==> src/rtl/ram256_wb_ctrl.sv <==
// Wishbone-classic slave front-end for the 256-word RAM256 macro.
// A request hitting the decoded window is registered onto the RAM port
// for one cycle. The macro's synchronous read is then waited out, and
// the controller answers with registered data and a single-cycle ack.
module ram256_wb_ctrl #(
  parameter logic [31:0] BASE_ADDR = 32'h0000_0000,
  parameter logic [31:0] ADDR_MASK = 32'hFFFF_FC00,
  parameter int unsigned WSIZE     = 4
) (
  input  logic                 CLK,
  input  logic                 RESETn,
  input  logic                 wb_cyc_i,
  input  logic                 wb_stb_i,
  input  logic                 wb_we_i,
  input  logic [WSIZE-1:0]     wb_sel_i,
  input  logic [31:0]          wb_adr_i,
  input  logic [WSIZE*8-1:0]   wb_dat_i,
  output logic [WSIZE*8-1:0]   wb_dat_o,
  output logic                 wb_ack_o,
  output logic                 ram_EN0,
  output logic [WSIZE-1:0]     ram_WE0,
  output logic [7:0]           ram_A0,
  output logic [WSIZE*8-1:0]   ram_Di0,
  input  logic [WSIZE*8-1:0]   ram_Do0
);

  // IDLE waits for a hit, MEM is the cycle the macro samples EN0, RESP captures data/ack
  typedef enum logic [1:0] {
    IDLE = 2'd0,
    MEM  = 2'd1,
    RESP = 2'd2
  } state_t;

  state_t               state_q, state_d;
  logic                 ack_q, ack_d;
  logic [WSIZE*8-1:0]   dat_q, dat_d;
  logic                 en_q, en_d;
  logic [WSIZE-1:0]     we_q, we_d;
  logic [7:0]           a_q, a_d;
  logic [WSIZE*8-1:0]   di_q, di_d;
  // remembers whether the in-flight transaction is a write, independent of
  // the lane mask (a write with sel=0 must still leave wb_dat_o untouched)
  logic                 wr_q, wr_d;
  logic                 hit_s;

  assign hit_s = wb_cyc_i & wb_stb_i & ((wb_adr_i & ADDR_MASK) == BASE_ADDR);

  // Next-state and registered-output computation for the bus/RAM sequencer
  always_comb begin
    state_d = state_q;
    ack_d   = ack_q;
    dat_d   = dat_q;
    en_d    = en_q;
    we_d    = we_q;
    a_d     = a_q;
    di_d    = di_q;
    wr_d    = wr_q;
    case (state_q)
      IDLE: begin
        ack_d = 1'b0;
        if (hit_s) begin
          state_d = MEM;
          en_d    = 1'b1;
          a_d     = wb_adr_i[9:2];
          we_d    = wb_we_i ? wb_sel_i : {WSIZE{1'b0}};
          di_d    = wb_dat_i;
          wr_d    = wb_we_i;
        end else begin
          en_d    = 1'b0;
          we_d    = {WSIZE{1'b0}};
        end
      end
      MEM: begin
        // the macro performs the access on this edge; drop the enable so
        // EN0 is high for exactly one cycle, address stays held
        en_d    = 1'b0;
        we_d    = {WSIZE{1'b0}};
        ack_d   = 1'b0;
        state_d = RESP;
      end
      RESP: begin
        if (!wr_q) begin
          dat_d = ram_Do0;
        end else begin
          dat_d = dat_q;
        end
        // an aborted cycle still completes in the RAM but is never acked
        ack_d   = wb_cyc_i;
        state_d = IDLE;
      end
      default: begin
        state_d = IDLE;
        en_d    = 1'b0;
        we_d    = {WSIZE{1'b0}};
        ack_d   = 1'b0;
      end
    endcase
  end

  // State and output registers, cleared asynchronously by RESETn
  always_ff @(posedge CLK or negedge RESETn) begin
    if (!RESETn) begin
      state_q <= IDLE;
      ack_q   <= 1'b0;
      dat_q   <= {(WSIZE*8){1'b0}};
      en_q    <= 1'b0;
      we_q    <= {WSIZE{1'b0}};
      a_q     <= 8'h00;
      di_q    <= {(WSIZE*8){1'b0}};
      wr_q    <= 1'b0;
    end else begin
      state_q <= state_d;
      ack_q   <= ack_d;
      dat_q   <= dat_d;
      en_q    <= en_d;
      we_q    <= we_d;
      a_q     <= a_d;
      di_q    <= di_d;
      wr_q    <= wr_d;
    end
  end

  assign wb_ack_o = ack_q;
  assign wb_dat_o = dat_q;
  assign ram_EN0  = en_q;
  assign ram_WE0  = we_q;
  assign ram_A0   = a_q;
  assign ram_Di0  = di_q;

endmodule
==> config.mk <==
export PLATFORM = sky130hd
export DESIGN_NAME = ram256_wb_ctrl
export DESIGN_NICKNAME = d
export VERILOG_FILES = /design/src/rtl/ram256_wb_ctrl.sv
export SDC_FILE = /design/constraint.sdc
export NUM_CORES = 1
export LEC_CHECK = 0
export BUFFER_PORTS_ARGS = -buffer_cell sky130_fd_sc_hd__buf_2
export CAP_MARGIN = 10
export CORE_ASPECT_RATIO = 0.75
export CORE_MARGIN = 10
export CORE_UTILIZATION = 45
export DETAILED_ROUTE_END_ITERATION = 16
export GPL_TIMING_DRIVEN = 0
export PLACE_DENSITY = 0.8
export SYNTH_ARGS = -nofsm -noshare
export SYNTH_HDL_FRONTEND = slang
export SYNTH_SLANG_ARGS = --single-unit
==> constraint.sdc <==
create_clock -name CLK -period 2.38 [get_ports CLK]
set_input_delay 0.357 -clock CLK [delete_from_list [all_inputs] [get_ports CLK]]
set_output_delay 0.357 -clock CLK [all_outputs]
set_load 0.01 [all_outputs]
; ---- Word-level counts from Yosys, hierarchy flattened
; Cells that the tools add are included.
[totals]
out_inout_bits = 78
rom_bits = 0
n_memories = 0
ff_bits = 81
latchBits = 0
ramBits = 0
[op_classes]
n_div = 0
shift = 0
magnitude_cmp = 0
bitwise = 3
mul = 0
eq_ne = 3
n_reduce_logical = 4
muxes = 8
n_addsub = 0
[op_table]
columns = cell, n
row1 = zero test 32 bit, 1
row2 = 2-to-1 mux 4 bit, 2
row3 = case mux 4 bit (2 select lines), 1
row4 = case mux 2 bit (2 select lines), 1
row5 = AND reduction 2 bit, 2
row6 = AND 1 bit, 2
row7 = "equality test 2 x 1 -> 1 bit, second input constant", 1
row8 = "equality test 2 bit, second input constant", 1
row9 = zero test 2 bit, 1
row10 = 2-to-1 mux 1 bit, 2
row11 = 2-to-1 mux 2 bit, 1
row12 = "!= test 2 bit, second input constant", 1
row13 = case mux 1 bit (2 select lines), 1
row14 = NOT 1 bit, 1

; ---- Depth between registers and ports, before layout
[logic_depth]
word_depth = 4
mapped_depth = 6
ltp_nobuf = 4

; ---- Worst setup path before layout
; OpenSTA, ideal clock, no wires.
[synth_timing]
path_kind = reg-to-reg
start = register state_q[0]
end = register a_q[0], in the netlist ram_A0[0]
path_stages_with_launch = 7
synth_period_minus_slack_ns = 1.641
arrival_time_ns = 1.514
n_path_buf = 2
t_required_ns = 2.253
path_slack_ns = 0.739
setup_ns = 0.127
cell_sequence = dfrtp_1 -> nor4b_2 -> nand4_1 -> nor2_1 -> buf_4 -> buf_6 -> mux2_1
[synth_via]
elab_chain_cells = 2
[synth_lines]
columns = element, line
row1 = "start, declared", 34  ; state_t state_q, state_d;
row2 = "start signal, assigned", 112  ; state_q <= state_d;
row3 = zero test 2 bit, 58  ; case (state_q)
row4 = AND reduction 2 bit (no line), --
row5 = "end signal, assigned", 108  ; a_q <= 8'h00;
row6 = "end signal, assigned", 117  ; a_q <= a_d;
row7 = "end, declared", 39  ; logic [7:0] a_q, a_d;
; Every way passes these cells.
; A chain may end at the register's enable or synchronous reset.

; ---- Worst setup path after layout
[layout_timing]
start = register state_q[0]
end = register di_q[26], in the netlist ram_Di0[26]
[layout_via]
elab_chain_cells = 2
[layout_lines]
columns = element, line
row1 = zero test 2 bit, 58
row2 = AND reduction 2 bit (no line), --
row3 = "end signal, assigned", 109  ; di_q <= {(WSIZE*8){1'b0}};
row4 = "end signal, assigned", 118  ; di_q <= di_d;
row5 = "end, declared", 40  ; logic [WSIZE*8-1:0] di_q, di_d;
; Every way passes these cells.

==> reports/qor.csv <==
stage;metric;value;unit
run_status;status;finished clean;
floorplanning;die height;91.5;um
global_routing;vias in the first global route;2711;
global_routing;antenna violations before repair;0;
sta;Slew HR;0.672;
clock_tree;CTS tree;built;
synth;cell area after synthesis;3070;um^2
min_path;Hold Path Class;input pin to register;
power;Lkg Pwr;2.62;nW
sta;RSZ-0062 raised after global routing;false;
placement;IO buf count;180;
sta;final hold violation count;0;
global_routing;GRT Total Usage;0.167;
final_layout;Fill cells;486;
placement;Post-DP HPWL;7.09;mm
clock_tree;H-tree depth;3;
setup_path;CP max-delay cell;dfrtp_1;
clock_tree;clk buf depth;2;
routing;antenna-violating nets left;0;
power;maximum vdd drop;394;uV
final_layout;most frequent cells in the layout;buf_2 (180), dfrtp_1 (81), mux2_2 (48);
flow_run;Max-Cap Viols;0;
clock_tree;number of buffers created by CTS;9;
synth;post-synthesis cell count;182;
setup_path;kind of cell adding the most delay to the critical path;simple AND/OR/NAND/NOR gates;
routing;routed length on met1;2.96;mm
routing;vias;2245;
routing;Met3 Wirelength;1.47;mm
power;power per cell area;588;nW/um^2
min_path;HP Start;wb_dat_i[21];
final_layout;Layout Nets;480;
clock_tree;post-CTS setup buffer count;0;
synth;syn_area_per_cell;16.8;um^2
clock_tree;Root Buffer;clkbuf_8;
setup_path;Worst Path Max Fanout;10;
sta;final worst path period need;1880;ps
clock_tree;Worst-Skew Late Latency;340;ps
floorplanning;total core area;6440;um^2
floorplanning;Die W;115;um
synth;sequential fraction of the synthesis area;0.661;
final_layout;layout cell share with drive strength beyond 1;0.673;
setup_path;reg2reg start;state_q[0]$_DFFE_PN0P_;
clock_tree;Worst-path clk slew;80;ps
setup_path;critical path class;register to register;
setup_path;worst setup path start;state_q[0]$_DFFE_PN0P_;
routing;drt pass-1 iters;4;
synth;synthesis-stage register bit count;81;
setup_path;CP Launch Type;register;
synth;synth warn;0;
setup_path;critical path arrival;2100;ps
final_layout;commonest non-fill, non-tap cell in the layout;buf_2;
setup_path;Worst setup EP type;register;
sta;Final Cycle Share;0.791;
final_layout;number of diodes;0;
floorplanning;row count;25;
final_layout;Area growth syn-to-layout;41.0;%
sta;fin. max-slew vios;0;
routing;Max Used Layer;met4;
floorplanning;initial core utilization;0.476;
routing;Post-Route WL;8.66;mm
routing;DRC;0;
sta;Fmax;531;MHz
synth;Yosys cell types;18;
synth;syn_nets;287;
setup_path;critical path data required time;2600;ps
setup_path;worst path bufs/invs;2;
sta;Least-Margin Pin Slew;492;ps
routing;Routed WL per cell;18.8;um
floorplanning;Die ar.;10500;um^2
sta;final setup violation count;0;
floorplanning;I/O pin cnt;183;
routing;DR WL met2;4.14;mm
final_layout;Core Util, Final;0.671;
global_routing;first-pass GRT wire length;13.8;mm
global_routing;GRT Residual Overflow;0;
placement;GP Congestion;0.703;
sta;clock skew;7.53;ps
clock_tree;clock sinks;81;
routing;starting DRC count in detailed routing;84;
setup_path;CP peak stage delay;410;ps
setup_path;cell breakdown of the critical path;nor4b_2, nand4_1, nor2_1, buf_4, buf_6, mux2_1;
sta;setup TNS;0;ps
routing;DR vias/cell;4.88;
global_routing;pin count of the biggest net entering global routing;47;
-- repair_timing --
action / in CTS / in global routing
endpoints found under the setup margin: 0 / 0
gates resized for setup: 0 / 0
hold buffers: 1 / 0
endpoints found under the hold margin: 35 / 0
-- cell type report --
cell class                      count  area, um^2  area share
Multi-Input combinational cell     92         965       0.223
Timing Repair Buffer              182         941       0.218
Clock buffer                       13         179      0.0414
Sequential cell                    81        2030       0.469
Clock inverter                      2        35.0     0.00811
Buffer                              9        73.8      0.0171
Tap cell                           81         101      0.0235
-- cells by family (layout without fill, tap and decap cells) --
family                 after synthesis  count (layout)  share of synthesized area
multiplexers                        73              73                      0.268
AND/OR/NAND/NOR                     14              14                     0.0310
AO/OA/AOI/OAI                        5               5                     0.0155
buffers and inverters                9             206                     0.0241
flip-flops                          81              81                      0.661
-- per-stage QoR --
step           power [W]  worst slack [ps]  cell area, um^2  instances  hold slack [ps]
2_1_floorplan    0.00141               739             3070        182             61.4
3_3_place_gp     0.00151               376             4070        443              451
5_1_grt          0.00267               392             4320        460              197
3_5_place_dp     0.00152               423             4100        444              353
4_1_cts          0.00258               486             4320        460              206
6_report         0.00254               497             4320        460              222
-- Yosys cell counts --
cell / number / area, um^2
dfrtp_1: 81 / 2030
mux2_2: 48 / 541
mux2_1: 25 / 282
a32o_1: 4 / 40.0
buf_4: 4 / 30.0
nor4_1: 4 / 25.0
buf_6: 3 / 33.8
nor2_1: 2 / 7.51
nor2b_1: 2 / 12.5
a21o_1: 1 / 7.51
and2_1: 1 / 6.26
buf_2: 1 / 5.00
clkbuf_2: 1 / 5.00
nand3_1: 1 / 5.00
nand4_1: 1 / 6.26
nor2b_2: 1 / 8.76
nor4b_1: 1 / 8.76
nor4b_2: 1 / 15.0
-- path summary, 6_finish.rpt --
kind                                           end  slack [ps]  depth (start not counted)
max                        ram_Di0[26]$_DFFE_PN0P_         500                          6
max reg2reg                ram_Di0[26]$_DFFE_PN0P_         500                          6
min in group asynchronous  ram_Di0[22]$_DFFE_PN0P_         550                          2
min reg2reg                 state_q[1]$_DFFE_PN0P_         470                          1
max in group asynchronous  wb_dat_o[8]$_DFFE_PN0P_        1240                          3
min                        ram_Di0[21]$_DFFE_PN0P_         220                          2
-- layer usage --
layer	track usage	vias up
met5	0	-
met4	0.0422	0
met3	0.132	11
met2	0.279	123
met1	0.154	1075
li1	-	1036
-- where the power goes --
group	total [W]	internal, W	switching (W)	leakage [nW]
Clock	0.00105	0.000592	0.000455	0.112
Sequential	0.00138	0.00138	0.00000000215	1.13
Combinational	0.000119	0.0000672	0.0000516	1.37
-- sequential cells by signal (all words and copies together), names as in the netlist --
name / count
wb_ack_o: 1
ram_WE0: 4
ram_Di0: 32
ram_A0: 8
wr_q: 1
state_q: 2
ram_EN0: 1
wb_dat_o: 32
Note: power is estimated with default switching activity, not from simulation.
